[src/rtl/polar_encoder_seq.sv]
// Sequential polar encoder: frozen-masked message runs through log2(N) XOR
// butterfly stages, one per clock, then is offered as bits and BPSK LLRs.

module polar_llr_lane #(
  parameter int LLR_MAG = 64
) (
  input  logic       vld,
  input  logic       x,
  output logic [8:0] llr
);
  localparam logic [8:0] POS = 9'(LLR_MAG);
  localparam logic [8:0] NEG = 9'(-LLR_MAG);

  assign llr = !vld ? '0 : (x ? NEG : POS);
endmodule

module polar_encoder_seq #(
  parameter int             N           = 8,
  parameter int             LOG_N       = 3,
  parameter logic [N-1:0]   FROZEN_MASK = N'(8'b0001_0111),
  parameter int             LLR_MAG     = 64
) (
  input  logic             clk,
  input  logic             rst,
  input  logic             in_valid,
  output logic             in_ready,
  input  logic [N-1:0]     u_in,
  output logic             out_valid,
  input  logic             out_ready,
  output logic [N-1:0]     out_codeword,
  output logic [9*N-1:0]   out_llr,
  output logic [15:0]      frame_cnt
);
  localparam int SW = (LOG_N > 1) ? $clog2(LOG_N) : 1;
  localparam logic [SW-1:0] S_LAST = SW'(LOG_N - 1);

  typedef enum logic [1:0] {IDLE, ENC, DONE} state_t;

  state_t                    state, state_nxt;
  logic [N-1:0]              wreg;
  logic [SW-1:0]             s;
  logic [LOG_N-1:0][N-1:0]   stg;
  logic [N-1:0][8:0]         llr_v;
  logic                      accept, hs;

  assign in_ready  = (state == IDLE);
  assign out_valid = (state == DONE);
  assign accept    = in_valid & in_ready;
  assign hs        = out_valid & out_ready;

  // Every stage's butterfly result is built in parallel; s picks the live one.
  for (genvar g = 0; g < LOG_N; g++) begin : g_stage
    for (genvar i = 0; i < N; i++) begin : g_bit
      if (((i >> g) & 1) == 0) begin : g_xor
        assign stg[g][i] = wreg[i] ^ wreg[i + (1 << g)];
      end else begin : g_pass
        assign stg[g][i] = wreg[i];
      end
    end
  end

  always_comb begin
    state_nxt = state;
    case (state)
      IDLE:    if (accept)      state_nxt = ENC;
      ENC:     if (s == S_LAST) state_nxt = DONE;
      DONE:    if (hs)          state_nxt = IDLE;
      default:                  state_nxt = IDLE;
    endcase
  end

  always_ff @(posedge clk or posedge rst) begin
    if (rst) begin
      state     <= IDLE;
      s         <= '0;
      wreg      <= '0;
      frame_cnt <= '0;
    end else begin
      state <= state_nxt;
      case (state)
        IDLE: if (accept) begin
          wreg <= u_in & ~FROZEN_MASK;
          s    <= '0;
        end
        ENC: begin
          wreg <= stg[s];
          s    <= s + 1'b1;
        end
        DONE: if (hs) frame_cnt <= frame_cnt + 16'd1;
        default: ;
      endcase
    end
  end

  assign out_codeword = out_valid ? wreg : '0;

  for (genvar j = 0; j < N; j++) begin : g_lane
    polar_llr_lane #(.LLR_MAG(LLR_MAG)) u_lane (
      .vld (out_valid),
      .x   (wreg[j]),
      .llr (llr_v[j])
    );
  end

  assign out_llr = llr_v;
endmodule

[config.mk]
export PLATFORM = sky130hd
export DESIGN_NAME = polar_encoder_seq
export DESIGN_NICKNAME = d
export VERILOG_FILES = /design/src/rtl/polar_encoder_seq.sv
export SDC_FILE = /design/constraint.sdc
export NUM_CORES = 1
export LEC_CHECK = 0
export CAP_MARGIN = 20
export CORE_ASPECT_RATIO = 0.75
export CORE_UTILIZATION = 39
export DETAILED_ROUTE_END_ITERATION = 10
export PLACE_DENSITY = 0.8
export SLEW_MARGIN = 40
export SYNTH_ARGS = -nofsm -noshare
export SYNTH_HDL_FRONTEND = slang
export SYNTH_SLANG_ARGS = --single-unit
[constraint.sdc]
create_clock -name clk -period 2.3 [get_ports clk]
set_input_delay 0.575 -clock clk [delete_from_list [all_inputs] [get_ports clk]]
set_output_delay 0.575 -clock clk [all_outputs]
set_load 0.005 [all_outputs]
# Word level (Yosys, flattened, before mapping)
# Index checks and enable logic that the tools add are counted.
# Widths: inputs -> output; s select.
# word_totals
wordCells,59
register_bits,28
output_inout_bits,98
# classes
order_cmp,1
eq_ne,6
n_mux,27
bitwise,14
reduce_logical,5
addsub,2
# op_table
cell,n
$mux 9,16
$mux 8,3
$add 16x1->16 const B,1
$bmux 8 s2,1
$pmux 8 s2,1
$xor 1x1->1,12
$mux 2,4
$pmux 2 s3,1
$eq 2x2->1 const B,2
$ne 2x1->1 const B,2
$pmux 2 s2,1
$reduce_and 2->1,2
$lt 2x3->1 const B,1
$reduce_and 3->1,1
$add 2x1->2 const B,1
$and 1x1->1,2
$eq 2x1->1 const B,1
$logic_not 2->1,1
$ne 2x2->1 const B,1
$reduce_bool 2->1,1

# Depth between registers and ports, before layout
# Gate-level depths: netlist (run 1).
# depth
depth_word,4
depth_mapped,6

# By module
# From an unflattened synthesis (run 1), not the netlist that was laid out.
# unflattened
hier_cells,226
hier_area_um2,2097.0
# modules_own_cells
mod,seq_area_each_um2,area_each_um2,n_inst,cells_each
polar_encoder_seq,700.7,1536.5,1,146
polar_llr_lane,0.0,70.1,8,10

# Worst setup path before layout (run 1)
# OpenSTA, ideal clock, no wires.
# synth_timing
kind,register to output
start,reg state[0]
end,out out_llr[70]
t_arrival_ns,1.304
path_stages_with_launch,7
setup_slack_ns,0.421
path_cell_list,dfrtp_1 -> buf_4 -> nor2b_1 -> buf_2 -> inv_1 -> nor2_1 -> buf_4
# synth_between
elab_chain_len,2
# synth_lines
item,line_no,text
"start, declared",39,"state_t state, state_nxt;"
"start signal, assigned",79,state <= state_nxt;
$eq 2x2->1,47,assign out_valid = (state == DONE);
net out_valid,28,"output logic out_valid,"
$mux 9,14,assign llr = !vld ? '0 : (x ? NEG : POS);
"end, declared",31,"output logic [9*N-1:0] out_llr,"
# The timed path passes the listed nets, and every way through them passes these cells.

# Worst setup path in the final report (run 1)
# layout_timing
start,reg state[0]
end,out out_llr[35]
# layout_between
elab_chain_len,2
# layout_lines
item,line_no
$eq 2x2->1,47
$mux 9,14
# No other way between the ends.

==> results by stage, run 1 <==
Route:
- The DRC violations left is 0.
- After detailed routing, the average wire length per cell comes to around 12 um.
- In the routed layout, each cell is associated on average with a via count of about 4.5.
- The total routed wirelength is 3680 um.
- The number of vias in the routed layout is between 1000 and 1500.
- The count of nets left with antenna violations once routing finished came out at 0.
- The detailed router finished its first iteration with 69 violations.
- The number of detailed-routing iterations run before antenna repair is 4.

Timing:
- The worst-case clock skew is between 0.002 and 0.0025 ns.
- Setup slack on the critical path of the routed design comes to around 0.050 ns.
- The final cycle utilization of the critical path is 0.978.
- For the pin with the worst max-slew slack, the measured transition is approximately 0.5 ns.
- The final-report hold violation count came to 0.
- The max-slew violation total from the final report is 0.
- The sum of negative setup slack is 0 ns.
- The final count of negative-setup-slack endpoints is 0.
- Measured against its own limit, the worst slew margin works out to 0.667.
- The shortest clock period the worst path allows after layout is between 2 and 2.5 ns.
- Setup repair after global routing could not meet its margin everywhere.
- The maximum clock frequency is about 440 MHz.

Floorplanning:
- 110 I/O pins were placed.
- The number of cell rows is 22.
- The die height is 64.4 um.
- The initial utilization of the core area, before any placement, comes to 0.409.
- After floorplanning, the core was sized to cover about 5000 um2.
- The die width is around 85 um.
- The die covers about 5500 um2.

Layout:
- The area added between synthesis and finish is 18.2%.
- The final layout contains 268 nets.
- Once layout is done, the placed cells without fillers occupy between 2000 and 2500 um2.
- The number of standard cells in the final layout excluding fillers is roughly 310.
- In the layout the commonest cells are 53 x sky130_fd_sc_hd__clkdlybuf4s50_1, 48 x sky130_fd_sc_hd__conb_1, 28 x sky130_fd_sc_hd__dfrtp_1, 15 x sky130_fd_sc_hd__nand2_1, 12 x sky130_fd_sc_hd__xnor2_1.
- The total of fill cells in the finished design is about 470.
- In the final layout, the share of cells above drive strength 1 is 0.0830.
- The final antenna diode count is 0.
- The most common library cell in the layout ignoring fill and taps is sky130_fd_sc_hd__clkdlybuf4s50_1.

GRT:
- The global-route wire length before repair is between 6000 and 7000 um.
- The remaining global-route overflow is 0.
- The via count of the first global-routing pass is roughly 1300.
- The number of antenna violations at the first check in global routing is 0.
- Entering global routing, the biggest net connects 29 pins.
- The overall fraction of global-route tracks in use is 0.139.

Worst setup path:
- STA classifies the critical path startpoint as a register.
- Data on the critical path is required at its endpoint by around 1.7 ns.
- At the worst endpoint, the arrival time is approximately 1.7 ns.
- The largest individual stage delay along the critical path comes from the cell sky130_fd_sc_hd__clkdlybuf4s50_1.
- The classification of the worst setup path is reg -> out.
- The peak per-stage delay on the critical path is 0.51 ns.
- The number of cells on the worst reg-to-reg path is 5.
- The critical path goes through nor2b_2, buf_6, and2_1, clkdlybuf4s50_1.
- The kind of capture point of the worst setup path is an output port.
- The largest driver fanout on the critical path is 10.

Yosys:
- Yosys mapped the design onto between 40 and 50 distinct sky130hd cell types.
- Among all flip-flop cells after synthesis, the most frequent one is sky130_fd_sc_hd__dfrtp_1.
- The Yosys step of the flow raised 0 warnings.
- In this run, synthesis produced a sequential element count of 28.
- For this run, the register share of the synthesized area comes to 0.346.
- Summing every instance area after synthesis gives ~2000 um2.
- The number of instances in the synthesized netlist is about 220.
- After synthesis, the share of flip-flops with an asynchronous set or reset is 1.00.
- Counting flops with a built-in enable in the synthesized netlist gives 0.
- After synthesis, the mean cell area works out to roughly 9.4 um2.

Clock tree:
- The root buffer cell chosen for the clock tree is sky130_fd_sc_hd__clkbuf_8.
- Counting the buffers created by CTS gives 3.
- The number of buffers between clock root and the deepest sink is 2.
- After clock tree synthesis, the clock-pin slew on the worst setup and hold paths is about 0.09 ns.
- For this design, the sink count on the clock tree is 28.
- The CTS tree is built.
- For the worst-skew pair, the clock arrives at the later sink with an insertion delay of about 0.28 ns.
- The number of levels the H-tree was split into is 1.

Placement:
- The placed instances occupy a cell area of 2300 um2.
- OpenSTA, run right after detailed placement, puts the worst setup slack at between 0.15 and 0.2 ns.
- The number of placed cells counting well taps is ~300.
- At the end of routability-driven placement, the weighted congestion stood at approximately 0.84.
- The quantity of I/O buffers inserted on ports is 57.
- Summed over all nets, the half-perimeter wirelength after detailed placement is between 2000 and 3000 um.

Min path:
- The class of the tightest hold or removal check is reg -> reg.
- The count of cells along the worst hold path is 1.

Flow run:
- The max capacitance violation total is 0.

Run status:
- The run finished with clean final reports.

Pwr:
- The post-layout total power is 2.06 mW.
- For this design the static power due to leakage is ~1.1 nW.
- VDD sags by at most roughly 0.3 mV.
- In this run the power density over the cells is roughly 860 nW/um2.
-- worst max-delay path, delay by kind of cell, from the launching register on --
kind                   cells  cell delay [ns]
buffers and inverters      2             0.67
flip-flops                 1             0.41
AND/OR/NAND/NOR            2             0.32
-- metrics by stage --
step                      utilization  hold WS [ns]
after detailed placement        0.464         0.468
after global routing            0.484         0.508
after global placement          0.464         0.462
after CTS                       0.480         0.485
after floorplan                     -         0.434
final                           0.484         0.477
-- kinds of logic after synthesis --
kind of cell | synth area share
fa+ha+maj | 0.0123
other cells | 0.00185
mux | 0.0216
flops | 0.346
simple gates | 0.164
compound gates | 0.0932
buf+inv | 0.297
xor+xnor | 0.0648
-- final timing paths --
path / from / endpoint / slack, ns
min in group asynchronous: rst / frame_cnt[11]$_DFFE_PP0P_ / 0.65
worst min-delay path: frame_cnt[15]$_DFFE_PP0P_ / frame_cnt[15]$_DFFE_PP0P_ / 0.48
max in group asynchronous: rst / wreg[6]$_DFFE_PP0P_ / 1.38
worst max register to register: state[1]$_DFFE_PP0P_ / wreg[4]$_DFFE_PP0P_ / 0.65
worst max-delay path: state[0]$_DFFE_PP0P_ / out_llr[35] / 0.05
worst min register to register: frame_cnt[15]$_DFFE_PP0P_ / frame_cnt[15]$_DFFE_PP0P_ / 0.48
-- power by group --
part           switching (mW)  internal, mW  leakage (nW)  total, mW
combinational           0.459         0.519         0.744      0.978
clock                   0.152         0.154        0.0288      0.306
sequential              0.161         0.611         0.372      0.772
-- area by class of cell --
cell class                      count  area [um2]  share of cell area
Tap cell                           60        75.1              0.0313
Clock buffer                        4        55.1              0.0230
Multi-Input combinational cell    151         906               0.378
Timing Repair Buffer               64         637               0.266
Inverter                            6        22.5             0.00940
Sequential cell                    28         701               0.292
-- cell usage after synthesis (2+ instances only) --
| master | n | area [um2] |
|---|---|---|
| sky130_fd_sc_hd__and2_1 | 9 | 56.3 |
| sky130_fd_sc_hd__mux2_2 | 3 | 33.8 |
| sky130_fd_sc_hd__ha_1 | 2 | 25.0 |
| sky130_fd_sc_hd__nor2_1 | 5 | 18.8 |
| sky130_fd_sc_hd__buf_2 | 4 | 20.0 |
| sky130_fd_sc_hd__a22o_1 | 2 | 17.5 |
| sky130_fd_sc_hd__nor2b_1 | 2 | 12.5 |
| sky130_fd_sc_hd__o21ai_0 | 5 | 25.0 |
| sky130_fd_sc_hd__nand4_1 | 3 | 18.8 |
| sky130_fd_sc_hd__nand3_1 | 6 | 30.0 |
| sky130_fd_sc_hd__dfrtp_1 | 28 | 701 |
| sky130_fd_sc_hd__and4_1 | 2 | 17.5 |
| sky130_fd_sc_hd__xnor2_1 | 12 | 105 |
| sky130_fd_sc_hd__o31ai_1 | 2 | 15.0 |
| sky130_fd_sc_hd__xor2_1 | 3 | 26.3 |
| sky130_fd_sc_hd__nand2_1 | 15 | 56.3 |
| sky130_fd_sc_hd__nand2b_1 | 3 | 18.8 |
| sky130_fd_sc_hd__a31oi_1 | 2 | 12.5 |
| sky130_fd_sc_hd__inv_1 | 6 | 22.5 |
| sky130_fd_sc_hd__a21oi_1 | 6 | 30.0 |
| sky130_fd_sc_hd__buf_4 | 73 | 548 |
-- state kept, by name, indices dropped and copies added (netlist names) --
signal     count
frame_cnt     16
wreg           8
s              2
state          2
-- layer usage --
metal,global-route usage,share of wire,wire length (um)
met5,0,0,0
met4,0.0254,0.0043,16
met3,0.0229,0.049,180
met2,0.247,0.49,1790
met1,0.181,0.46,1690
-- repair_timing --
action / 4_1_cts / 5_1_grt
setup buffers: 2 / 1
gates resized for setup: 2 / 5
hold buffers: 0 / 0
endpoints found under the setup margin: 21 / 23
No activity file was read; power rests on OpenSTA's default activity.
==> run 2, diff against run 1 <==
- CAP_MARGIN: 20 -> unset
- CORE_UTILIZATION: 39 -> 36
- PLACE_DENSITY: 0.8 -> 0.78
- clock period: 2.3 -> 1.9 ns (I/O delays scaled with it)
==> run 2 against run 1 <==
- the flow now finishes with violations (setup timing)
- clock skew about the same
- critical path depth unchanged
- global-route usage down 1.0 points
- register-to-register slack worse by 0.36 ns
- power is 24% higher
- die area is 8.1% higher
- utilization down 3.0 points
- cell count increased by 5.8%
- worst hold slack worse by 0.0026 ns
==> results by stage, run 2 (same netlist as run 1, synthesis figures left out) <==
Run status:
- The flow ran to the end, but the final reports show violations.
- The final reports fail on setup timing.

Placement:
- The half-perimeter wire length after placement is 2900 um (+4.0%).
- The worst slack after detailed placement is -0.134 ns (-0.327 ns).
- The number of placed cells counting well taps is 327 (+6.9%).
- The quantity of I/O buffers inserted on ports is 57 (unchanged).
- The final RePlAce weighted congestion is 0.842 (unchanged).

Route:
- The total routed wirelength is 3830 um (+4.0%).
- The number of detailed-routing iterations run before antenna repair is 4 (unchanged).
- The residual antenna-violating net count after detailed routing is 0 (unchanged).
- The number of vias in the routed layout is 1435 (+1.8%).
- The first-iteration detailed-routing DRC count is 138 (+100%).
- The average wire per cell in the routed design is 11.6 um (-1.7%).
- The vias per cell came to 4.34 (-3.8%).
- The DRC violations left came to 0 (unchanged).

Floorplanning:
- The I/O pin count is 110 (unchanged).
- The number of cell rows is 23 (+4.5%).
- The die width was 88.6 um (+4.0%).
- The core area was 5380 um2 (+8.6%).
- The effective utilization at floorplan is 0.377 (-0.0324).
- The die height is 67.0 um (+4.0%).
- The floorplan die area is 5940 um2 (+8.1%).

Worst setup path:
- The data required time at the worst endpoint was 1.42 ns (-0.31 ns).
- The worst-case register-to-register setup slack came to 0.29 ns (-0.36 ns).
- The arrival time of the worst setup path is 1.67 ns (about the same).
- The largest driver fanout on the critical path is 8 (-2).
- In this run the critical register-to-register path is launched from state[0]$_DFFE_PP0P_.
- The depth of the worst register-to-register path was 5 (unchanged).
- The capture point of the critical path is out_llr[33].
- The endpoint identified for the worst register-to-register timing path is frame_cnt[12]$_DFFE_PP0P_.
- The origin of the worst setup path is state[0]$_DFFE_PP0P_.
- The worst setup path is launched from a register.
- The worst setup path is of the reg -> out kind.
- The kind of capture point of the worst setup path is an output port.

Timing:
- The max-slew violation total from the final report is 0 (unchanged).
- The final critical-path setup slack is -0.244 ns (-0.294 ns).
- The final-report hold violation count came to 0 (unchanged).
- The maximum clock frequency is ~470 MHz.
- The final count of negative-setup-slack endpoints came to 8 (+8).
- The final cycle utilization of the critical path is 1.13.
- Setup repair after global routing could not meet its margin everywhere.
- The worst-case clock skew is 0.00256 ns (+0.000365 ns).
- For the finished layout, the period the worst path requires is between 2 and 2.5 ns.

Layout:
- The register name with the most flops is frame_cnt.
- The library cells used most frequently in the layout, excluding fill and tap cells, are 48 x sky130_fd_sc_hd__conb_1, 29 x sky130_fd_sc_hd__clkdlybuf4s50_1, 28 x sky130_fd_sc_hd__dfrtp_1, 15 x sky130_fd_sc_hd__nand2_1, 13 x sky130_fd_sc_hd__dlymetal6s2s_1.
- Compared with the post-synthesis result, the final layout area differs by 20.4%.
- The number of standard cells in the final layout excluding fillers came to 331 (+5.8%).
- Leaving out fill and tap cells, the most frequent cell in the layout is sky130_fd_sc_hd__conb_1.
- The final antenna diode count was 0 (unchanged).
- The number of flip-flops in the largest register is 16 (unchanged).
- The largest registers in the layout are frame_cnt: 16 flops, wreg: 8 flops.
- The share of final-layout standard cells stronger than drive strength 1 is 0.121 (+0.0381).
- The utilization after layout was 0.453 (-0.0302).
- The post-layout net count is 271 (+1.1%).

Clock tree:
- The CTS tree is built.
- The TritonCTS buffer count is 3 (unchanged).
- The count of cells resized by post-cts repair is 20 (+18).
- The number of clock sinks seen by CTS was 28 (unchanged).
- The root cell of the clock tree is sky130_fd_sc_hd__clkbuf_8.
- The post-cts hold buffer count is 0 (unchanged).
- The number of buffers between clock root and the deepest sink was 2 (unchanged).
- The number of levels the H-tree was split into was 1 (unchanged).
- The post-CTS clock slew at the launch and capture registers of the worst setup and hold paths is 0.10 ns (about the same).
- The buffers inserted during post-CTS setup optimization is 0 (-2).
- The source-to-sink clock delay at the later pin of the worst-skew pair is 0.28 ns (about the same).

Pwr:
- The total power density per cell area is 1040 nW/um2 (+21%).
- The leakage power figure is 1.37 nW (+20%).
- The maximum resistive drop on vdd is 0.363 mV (+23%).

GRT:
- The via count of the first global-routing pass is 1218 (-3.7%).
- The pin count of the biggest net entering global routing came to 29 (unchanged).
- The global-route wire length before repair came to 5900 um (-2.1%).
- The overall fraction of global-route tracks in use is 0.129 (-0.0102).
- The number of antenna violations at the first check in global routing is 0 (unchanged).
- The remaining global-route overflow came to 0 (unchanged).

Min path:
- The beginning of the worst hold path is frame_cnt[15]$_DFFE_PP0P_.
- The min-delay analysis places its worst path in the category reg -> reg.
- The count of cells along the worst hold path is 1 (unchanged).

Flow run:
- The max capacitance violation total came to 0 (unchanged).
==> run 2: changes by cell type in the layout (fill, tap and decap cells not counted) <==
cell	before	now
sky130_fd_sc_hd__clkbuf_2	0	5
sky130_fd_sc_hd__and2_4	1	2
sky130_fd_sc_hd__clkdlybuf4s15_1	0	2
sky130_fd_sc_hd__clkdlybuf4s50_1	53	29
sky130_fd_sc_hd__and2_1	8	7
sky130_fd_sc_hd__dlymetal6s2s_1	4	13
sky130_fd_sc_hd__nor2b_4	0	1
sky130_fd_sc_hd__nor2b_2	1	0
sky130_fd_sc_hd__dlygate4sd2_1	0	8
sky130_fd_sc_hd__nor2_1	5	4
sky130_fd_sc_hd__nor2_4	0	1
sky130_fd_sc_hd__buf_4	6	9
==> run 2: report_power, final <==
| group | total (mW) | internal [mW] | switching (mW) |
|---|---|---|---|
| Sequential | 0.946 | 0.739 | 0.207 |
| Combinational | 1.22 | 0.633 | 0.584 |
| Clock | 0.377 | 0.186 | 0.191 |
==> run 2: critical path: stages (launching register included) <==
cell                              delay (ns)
sky130_fd_sc_hd__dfrtp_1                0.43
sky130_fd_sc_hd__nor2b_4                0.18
sky130_fd_sc_hd__buf_4                  0.15
sky130_fd_sc_hd__buf_4                  0.13
sky130_fd_sc_hd__clkdlybuf4s50_1        0.50
==> run 2: routing by layer <==
layer  vias to the layer above  track usage  share of wire
li1                        681            -              -
met1                       682        0.171           0.44
met2                        63        0.201           0.47
met3                         9       0.0173          0.059
met4                         0       0.0726          0.023
met5                         -            0              0
==> run 2: stage by stage <==
stage          cell area (um2)  TNS [ns]  hold WS [ns]  total power, mW
2_1_floorplan             2200         0         0.434             1.83
3_3_place_gp              2360     -2.72         0.464             2.11
3_5_place_dp              2360     -3.28         0.466             2.17
4_1_cts                   2420     -4.46         0.484             2.54
5_1_grt                   2440     -2.15         0.494             2.74
6_report                  2440     -1.41         0.474             2.54
==> run 2: worst min-delay path by stage <==
| stage | end | slack, ns |
|---|---|---|
| 2_1_floorplan | wreg[0]$_DFFE_PP0P_ | 0.43 |
| 3_3_place_gp | wreg[0]$_DFFE_PP0P_ | 0.46 |
| 3_5_place_dp | frame_cnt[15]$_DFFE_PP0P_ | 0.47 |
| 4_1_cts | frame_cnt[15]$_DFFE_PP0P_ | 0.48 |
| 5_1_grt | frame_cnt[15]$_DFFE_PP0P_ | 0.49 |
| 6_report | frame_cnt[15]$_DFFE_PP0P_ | 0.47 |
==> run 2: area by class of cell <==
type / count / area, um2
Fill cell: 537 / 2940
Timing Repair Buffer: 67 / 647
Multi-Input combinational cell: 151 / 921
Inverter: 6 / 22.5
Clock buffer: 4 / 55.1
Tap cell: 75 / 93.8
Sequential cell: 28 / 701
==> run 3, diff against run 2 <==
- REMOVE_ABC_BUFFERS: unset -> 1
==> run 3 against run 2 <==
- the run now ends clean
- sequential power shrank 2.3%
- routed wire length grew 2.6%
- largest power group unchanged
- combinational power is essentially flat
- utilization shrank 0.88 points
- critical path depth grew 1
- die area is the same
- cell count grew 1.2%
- worst hold slack lost 0.0034 ns
- non-clock buffer count grew 4
- clock power grew 25%
- first-iteration DRC count shrank 50%
- clock-buffer cell count shrank 1
==> results by stage, run 3 (same netlist as run 1, synthesis figures left out) <==
Layout:
- The top cell types in the final layout, fill and taps aside, are 48 x sky130_fd_sc_hd__conb_1, 28 x sky130_fd_sc_hd__dfrtp_1, 23 x sky130_fd_sc_hd__clkdlybuf4s50_1, 20 x sky130_fd_sc_hd__clkbuf_2, 15 x sky130_fd_sc_hd__nand2_1.
- The share of final-layout standard cells stronger than drive strength 1 was 0.227 (+0.106).
- The most common library cell in the layout ignoring fill and taps is sky130_fd_sc_hd__conb_1.
- Counting flops per register, the top entry is frame_cnt.
- The post-layout net count is 275 (+1.5%).
- The final design instance area without fill is 2390 um2 (-1.9%).
- The utilization after layout is 0.445 (-0.00883).
- In the final layout, the registers with the most flip-flops are frame_cnt: 16 flops, wreg: 8 flops.
- The number of standard cells in the final layout excluding fillers was 335 (+1.2%).
- The number of flip-flops in the largest register is 16 (unchanged).
- The final antenna diode count is 0 (unchanged).
- The area added between synthesis and finish is 18.0%.

Placement:
- The final RePlAce weighted congestion was 0.823 (-2.4%).
- The number of placed cells counting well taps came to 328 (+0.31%).
- The placed instance area is 2370 um2 (+0.32%).
- The half-perimeter wire length after placement is 2960 um (+1.9%).
- The quantity of I/O buffers inserted on ports is 57 (unchanged).
- The worst slack after detailed placement is -0.0553 ns (+0.0782 ns).

Min path:
- The worst-case hold path end point is frame_cnt[15]$_DFFE_PP0P_.
- The startpoint identified for the worst hold timing path is frame_cnt[15]$_DFFE_PP0P_.
- The tightest min-delay check is of the reg -> reg type.
- The count of cells along the worst hold path is 1 (unchanged).

Clock tree:
- TritonCTS built the clock tree.
- The source-to-sink clock delay at the later pin of the worst-skew pair is 0.28 ns (about the same).
- The number of levels the H-tree was split into is 1 (unchanged).
- The number of buffers between clock root and the deepest sink is 2 (unchanged).
- The number of clock sinks seen by CTS is 28 (unchanged).
- The cell sitting at the root of the clock tree is a sky130_fd_sc_hd__clkbuf_8.
- The post-CTS clock slew at the launch and capture registers of the worst setup and hold paths is 0.10 ns (about the same).
- The TritonCTS buffer count is 3 (unchanged).

Pwr:
- The leakage power figure is 1.27 nW (-7.5%).
- The total power density per cell area was 1090 nW/um2 (+5.0%).
- The maximum resistive drop on vdd was 0.428 mV (+18%).
- The post-layout total power came to 2.62 mW (+2.9%).

Worst setup path:
- The arrival time of the worst setup path was 1.40 ns (-0.27 ns).
- The startpoint identified for the worst register-to-register timing path is state[1]$_DFFE_PP0P_.
- The largest driver fanout on the critical path is 3 (-5).
- The total buffers and inverters traversed by the critical path is 3 (unchanged).
- The critical path starts at state[0]$_DFFE_PP0P_.
- The peak per-stage delay on the critical path is 0.42 ns (-0.08 ns).
- The depth of the worst register-to-register path is 5 (unchanged).
- The worst-case register-to-register setup slack came to 0.22 ns (-0.07 ns).
- The data required time at the worst endpoint is 1.42 ns (about the same).
- The kind of capture point of the worst setup path is an output port.
- The cell with the biggest individual delay on the critical path is sky130_fd_sc_hd__dfrtp_1.
- The critical path is of the reg -> out type.
- The kind of start point of the critical path is a register.
- The endpoint identified for the worst register-to-register timing path is wreg[4]$_DFFE_PP0P_.
- In this design, the largest share of critical-path delay is due to flip-flops.
- The signal on the critical path passes through nor2b_4, buf_4, inv_1, nor2_2, dlygate4sd2_1.

Timing:
- The final-report hold violation count was 0 (unchanged).
- The final cycle utilization of the critical path came to 0.985 (-0.144).
- The final count of negative-setup-slack endpoints is 0 (-8).
- The sum of negative setup slack came to 0 ns (+1.41 ns).
- The worst-case clock skew is 0.00191 ns (-0.000653 ns).
- The final-layout worst hold slack was 0.471 ns (-0.00342 ns).
- The max-slew violation total from the final report came to 0 (unchanged).
- Setup repair after global routing could not meet its margin everywhere.
- The final critical-path setup slack is 0.0286 ns (+0.273 ns).
- The maximum clock frequency is 534 MHz (+15%).
- The shortest clock period the worst path allows after layout was 1.87 ns (-0.273 ns).

Floorplanning:
- The die width is 88.6 um (unchanged).
- The core area is 5380 um2 (unchanged).
- The die height is 67.0 um (unchanged).
- The number of cell rows is 23 (unchanged).
- The floorplan die area is 5940 um2 (unchanged).
- The effective utilization at floorplan is 0.377 (unchanged).
- The I/O pin count was 110 (unchanged).

Route:
- The DRC violations left is 0 (unchanged).
- The number of detailed-routing iterations run before antenna repair was 4 (unchanged).
- The average wire per cell in the routed design is 11.7 um (+1.4%).
- The vias per cell is 4.24 (-2.2%).
- The residual antenna-violating net count after detailed routing came to 0 (unchanged).
- The total routed wirelength was 3930 um (+2.6%).
- The first-iteration detailed-routing DRC count is 69 (-50%).
- The number of vias in the routed layout is 1420 (-1.0%).

GRT:
- The overall fraction of global-route tracks in use is 0.133 (+0.00415).
- The number of antenna violations at the first check in global routing was 0 (unchanged).
- The remaining global-route overflow is 0 (unchanged).
- The pin count of the biggest net entering global routing is 29 (unchanged).
- The via count of the first global-routing pass is 1305 (+7.1%).
- The global-route wire length before repair is 6180 um (+4.7%).

Flow run:
- The max capacitance violation total is 0 (unchanged).

Run status:
- The flow ran to the end, and the final reports show no timing, DRC or antenna violations.
## run 3: layer usage
metal | GRT usage | part of all wire | wire length [um] | up-vias
met5 | 0 | 0 | 0 | -
met1 | 0.180 | 0.46 | 1820 | 668
li1 | - | - | - | 694
met2 | 0.221 | 0.48 | 1870 | 54
met4 | 0.0444 | 0.010 | 40 | 0
met3 | 0.0136 | 0.049 | 193 | 4
## run 3: how the worst max path moves through the flow
stage                                 end  slack (ns)  depth (start not counted)
after global placement    out_codeword[2]       -0.11                          4
final                         out_llr[70]        0.03                          5
after CTS                 out_codeword[2]       -0.20                          4
after global routing          out_llr[70]       -0.08                          5
after detailed placement  out_codeword[1]       -0.06                          4
after floorplan           out_codeword[7]       -0.41                          3
## run 3: area by class of cell
cell class,count,area (um2)
Fill cell,531,2990
Multi-Input combinational cell,151,928
Sequential cell,28,701
Timing Repair Buffer,71,576
Tap cell,75,93.8
Clock buffer,3,41.3
Clock inverter,1,30.0
Inverter,6,22.5
## run 3: what timing repair did
action | in CTS | in global routing
endpoints found under the setup margin | 34 | 29
setup buffers | 1 | 1
gates resized for setup | 69 | 32
hold buffers | 0 | 0
cloned | 0 | 1
## run 3: power breakdown
| part | internal, mW | switching [mW] |
|---|---|---|
| Clock | 0.282 | 0.188 |
| Combinational | 0.619 | 0.602 |
| Sequential | 0.739 | 0.185 |
| Total | 1.64 | 0.974 |
